### config.mk
export PLATFORM = sky130hd
export DESIGN_NAME = note_scheduler
export DESIGN_NICKNAME = d
export VERILOG_FILES = /design/src/rtl/note_scheduler.sv
export SDC_FILE = /design/constraint.sdc
export NUM_CORES = 1
export LEC_CHECK = 0
export BUFFER_PORTS_ARGS = -buffer_cell sky130_fd_sc_hd__buf_2
export CAP_MARGIN = 25
export CORE_AREA = 2 2 70 72
export CTS_BUF_LIST = sky130_fd_sc_hd__clkbuf_2 sky130_fd_sc_hd__clkbuf_4 sky130_fd_sc_hd__clkbuf_8
export CTS_CLUSTER_SIZE = 12
export DETAILED_ROUTE_END_ITERATION = 10
export DIE_AREA = 0 0 72 74
export PLACE_DENSITY = 0.72
export SLEW_MARGIN = 10
export SYNTH_ARGS = -nofsm -noshare
export SYNTH_HDL_FRONTEND = slang
export SYNTH_SLANG_ARGS = --single-unit
### constraint.sdc
create_clock -name Clk -period 3.25 [get_ports Clk]
set_clock_uncertainty 0.2 [all_clocks]
set_input_delay 0.65 -clock Clk [delete_from_list [all_inputs] [get_ports Clk]]
set_output_delay 0.65 -clock Clk [all_outputs]
set_load 0.02 [all_outputs]
### src/rtl/note_scheduler.sv
// Chart sequencer: fetches rows from a synchronous chart ROM and emits each lane mask for one frame.
// Optional NOTE_SCHED_LOOP_EN: the end marker rewinds to row 0 instead of finishing.
module note_scheduler #(
  parameter int ADDR_W      = 8,
  parameter int STEP_FRAMES = 4
) (
  input  logic              Clk,
  input  logic              reset,
  input  logic              frame_clk,
  input  logic              start,
  input  logic              pause,
  input  logic [8:0]        rom_data,
  output logic [ADDR_W-1:0] rom_addr,
  output logic [3:0]        display_signal,
  output logic              busy,
  output logic              done,
  output logic [9:0]        row_count
);

  // state | meaning
  // IDLE  | waiting for start after reset
  // FETCH | rom_addr presented, ROM data returns next cycle
  // LOAD  | capture next row (mask, duration, end marker)
  // ARM   | first row loaded, wait for a frame edge to emit it
  // RUN   | counting down the current row's duration
  // DONE  | chart finished, waiting for start
  typedef enum logic [2:0] {
    S_IDLE, S_FETCH, S_LOAD, S_ARM, S_RUN, S_DONE
  } state_t;

  localparam logic [7:0]        STEP     = 8'(STEP_FRAMES);
  localparam logic [ADDR_W-1:0] ADDR_ONE = ADDR_W'(1);

  state_t            state, state_nxt;
  logic              frame_dly;
  logic              frame_edge;
  logic              advance;
  logic              emit;
  logic              wrap;
  logic              first_row;
  logic              next_end;
  logic [3:0]        next_mask;
  logic [7:0]        next_dur;
  logic [7:0]        cnt;
  logic [7:0]        dur_calc;
  logic [ADDR_W-1:0] addr;

  always_comb begin
    frame_edge = frame_clk & ~frame_dly;
    advance    = frame_edge & ~pause;
    dur_calc   = ({4'b0000, rom_data[7:4]} + 8'd1) * STEP;
    state_nxt  = state;
    emit       = 1'b0;
    wrap       = 1'b0;
    case (state)
      S_IDLE, S_DONE: if (start) state_nxt = S_FETCH;
      S_FETCH:        state_nxt = S_LOAD;
      S_LOAD: begin
        if (rom_data[8] && addr == '0) state_nxt = S_DONE;
`ifdef NOTE_SCHED_LOOP_EN
        else if (rom_data[8]) begin
          wrap      = 1'b1;
          state_nxt = S_FETCH;
        end
`endif
        else if (first_row) state_nxt = S_ARM;
        else                state_nxt = S_RUN;
      end
      S_ARM: begin
        if (advance) begin
          emit      = 1'b1;
          state_nxt = S_FETCH;
        end
      end
      S_RUN: begin
        if (advance && cnt <= 8'd1) begin
          if (next_end) state_nxt = S_DONE;
          else begin
            emit      = 1'b1;
            state_nxt = S_FETCH;
          end
        end
      end
      default: state_nxt = S_IDLE;
    endcase
  end

  always_ff @(posedge Clk) begin
    if (reset) begin
      state          <= S_IDLE;
      frame_dly      <= 1'b0;
      addr           <= '0;
      row_count      <= '0;
      cnt            <= '0;
      display_signal <= '0;
      next_mask      <= '0;
      next_dur       <= '0;
      next_end       <= 1'b0;
      first_row      <= 1'b0;
    end else begin
      state     <= state_nxt;
      frame_dly <= frame_clk;
      if ((state == S_IDLE || state == S_DONE) && start) begin
        addr      <= '0;
        row_count <= '0;
        first_row <= 1'b1;
      end
      if (state == S_LOAD) begin
        next_mask <= rom_data[3:0];
        next_dur  <= dur_calc;
        next_end  <= rom_data[8];
      end
      if (wrap) addr <= '0;
      // Paused edges only clear the mask; the frozen frame is not counted.
      if (frame_edge && (state == S_ARM || state == S_RUN)) begin
        if (emit) begin
          display_signal <= next_mask;
          cnt            <= next_dur;
          addr           <= addr + ADDR_ONE;
          row_count      <= row_count + 10'd1;
          first_row      <= 1'b0;
        end else begin
          display_signal <= '0;
          if (advance) cnt <= cnt - 8'd1;
        end
      end
    end
  end

  assign rom_addr = addr;
  assign busy     = (state == S_FETCH) || (state == S_LOAD) ||
                    (state == S_ARM)   || (state == S_RUN);
  assign done     = (state == S_DONE);

endmodule

==> results.tsv <==
stage	metric	value	unit
grt	grt_pass1_vias	1781	
sta	timing.final.max_slew_violations	0	
grt	grt.total_usage	19.6	%
cells_and_area	fin_nets	321	
floorplan	start_util	49.7	%
synth	synth_top_cell_by_area	dfxtp_1	
placed_design	dp_cells	348	
worst_hold_path	hp-start	next_dur[3]	
cells_and_area	fillers	420	
floorplan	dieArea	5330	um^2
cells_and_area	diodes	0	
clocking	cts_tree	built	
run	maxCapViolCount	0	
setup_path	slowest_stage	dfxtp_1	
placed_design	io_buffers	37	
sta	setup_viol	0	
setup_path	rr_endpoint	row_count[8]	
worst_hold_path	whs_endpoint	cnt[3]	
floorplan	ioPinCount	38	
synth	yosys_warnings	0	
clocking	cts_setup_buffers	0	
clocking	clock-root-buffer	clkbuf_8	
setup_path	cp_num_buf_inv	0	
setup_path	timing.rr.start	state[2]	
cells_and_area	regArea	901	um^2
sta	tns	0	ns
clocking	clock_path_buffers	2	
power	p_per_area	428	nW/um^2
setup_path	path_class	flip-flop to flip-flop	
sta	hold_viol_final	0	
setup_path	cpPeakStageDelay	0.55	ns
placed_design	place.gp.congestion	0.836	
clocking	cts_resized	0	
synth	synthDistinctLibCells	51	
grt	grt_pass1_wl	8.20	mm
floorplan	die_w	72	um
synth	ys_seq_area_share	39.4	%
route	drc	0	
clocking	clkLatencyLatePin	0.30	ns
cells_and_area	layout-drive-gt1-share	19.5	%
grt	antenna_found_initial	0	
setup_path	cp_max_fo	13	
synth	yosys-top-cells-area	dfxtp_1, nor2_1, mux2i_1, a21oi_1, ha_1	
setup_path	crit_family	simple AND/OR/NAND/NOR gates	
power	vdd_drop_max	0.000268	V
synth	ys_ff_latch	45	
sta	whs	0.274	ns
route	via_per_inst	5.76	
route	drtPass1Iterations	4	
grt	grt_max_degree	36	
sta	slew_headroom	40.3	%
cells_and_area	post-route-util	56.7	%
sta	grt_setup_unrepaired	false	
worst_hold_path	whs_path_depth	2	
synth	syn-num-nets	286	
route	post_drt_wl_per_cell	13.8	um
route	vias	2052	
setup_path	end_kind	flip-flop	
floorplan	fp-row-count	25	
clocking	holdBufCountCts	0	
setup_path	worst_ep_arrival_time	2.67	ns
cells_and_area	area_growth_syn_to_layout	14.0	%
setup_path	r2r_cells	5	
synth	synthCells	266	
setup_path	startpoint_type	flip-flop	
grt	grt_overflow	0	
cells_and_area	finalNonFillerCells	356	
power	p_leak	1.05	nW
sta	worstMarginPinSlew	0.892	ns
outcome	status	complete, no violations	
route	drt-initial-drc-count	143	
floorplan	fp.dieH	74	um
placed_design	dp_hpwl	3.57	mm
synth	synth_edf_count	0	
cells_and_area	multi_input_area	1300	um^2
synth	synthArstFlopShare	0	%
synth	avgSynthCellArea	8.59	um^2
clocking	cts_buffers	5	
route	antenna_left	0	
synth	synthFlopType	dfxtp_1	
sta	final.period_utilization	82.3	%
clocking	cts.sinks	45	
setup_path	worstPathCellList	or4b_1 -> nor4_4 -> o21a_1 -> nor3_2 -> a221o_1	
clocking	htreeDepth	2	
power	p_total	1.12	mW
setup_path	rrSetupSlack	0.58	ns
floorplan	core_area	4600	um^2
synth	synthMostInstantiatedCell	dfxtp_1	
sta	fmaxAchievable	374	MHz
synth	synth_top_area_share	39.4	%
setup_path	worstPathRequired	3.25	ns
sta	fin_crit	2.67	ns
route	drt-total-wl	4.93	mm
clocking	clk_pin_slew_worst_paths	0.09	ns
synth	synth.cells.most_frequent	dfxtp_1, nor2_1, nand2_1	
synth	syn_area	2290	um^2
worst_hold_path	hold_class	flip-flop to flip-flop	
## report_power, final
part	switching (mW)	internal [mW]
Combinational	0.0943	0.0678
Sequential	0.0264	0.570
Clock	0.188	0.169
Total	0.309	0.807
## how the worst max path moves through the flow
stage | from | to | slack, ns | cells after the start
final | state[2] | row_count[8] | 0.58 | 5
after global routing | state[2] | row_count[8] | 0.39 | 5
after CTS | state[2] | row_count[8] | 0.57 | 5
after detailed placement | state[2] | row_count[8] | 0.57 | 5
after global placement | state[2] | row_count[8] | 0.62 | 5
after floorplan | cnt[2] | row_count[8] | 0.96 | 6
## worst reg2reg max path: stages (launching register included)
cell     delay, ns
dfxtp_1       0.55
or4b_1        0.54
nor4_4        0.27
o21a_1        0.46
nor3_2        0.17
a221o_1       0.39
## stage by stage
| step | cell area [um^2] | setup WS, ns |
|---|---|---|
| 5_1_grt | 2610 | 0.386 |
| 2_1_floorplan | 2290 | 0.960 |
| 3_5_place_dp | 2510 | 0.570 |
| 4_1_cts | 2610 | 0.567 |
| 3_3_place_gp | 2510 | 0.623 |
| 6_report | 2610 | 0.577 |
## flip-flops by register name (all words and copies together), names as in the netlist
register,count
cnt,8
next_mask,4
display_signal,4
rom_addr,8
state,3
next_end,1
frame_dly,1
row_count,10
next_dur,5
first_row,1
## placed cells by master (no fill, tap or decap), drive strengths merged, types with 6 or more instances in the layout
master and instances:
nor3b 8, buf 41, ha 6, inv 7, a21oi 15, nor2 28, mux2i 8, clkbuf 7
nor4 6, nand2 18, nand3 13, nor3 8, dfxtp 45, a31oi 7
## layout make-up
class	count	share of cell area (%)
Clock buffer	7	3.22
Clock inverter	1	0.288
Inverter	7	1.01
Multi-Input combinational cell	201	50.0
Sequential cell	45	34.6
Tap cell	54	2.59
Timing Repair Buffer	41	8.26
## metal layers
| metal | vias up | GRT usage, % | share of wire, % |
|---|---|---|---|
| li1 | 1047 | - | - |
| met5 | - | 0 | 0 |
| met2 | 50 | 32.7 | 46 |
| met1 | 949 | 25.3 | 48 |
| met3 | 6 | 4.20 | 5.2 |
| met4 | 0 | 6.92 | 1.4 |
## kinds of logic (layout without fill, tap and decap cells)
| family | Yosys count | after routing | synth area share (%) |
|---|---|---|---|
| compound gates | 63 | 63 | 19.0 |
| buf+inv | 20 | 56 | 3.56 |
| simple gates | 117 | 117 | 28.6 |
| xor+xnor | 7 | 7 | 2.68 |
| flops | 45 | 45 | 39.4 |
| fa+ha+maj | 6 | 6 | 3.28 |
| mux | 8 | 8 | 3.50 |
(Power assumes the default switching activity.)
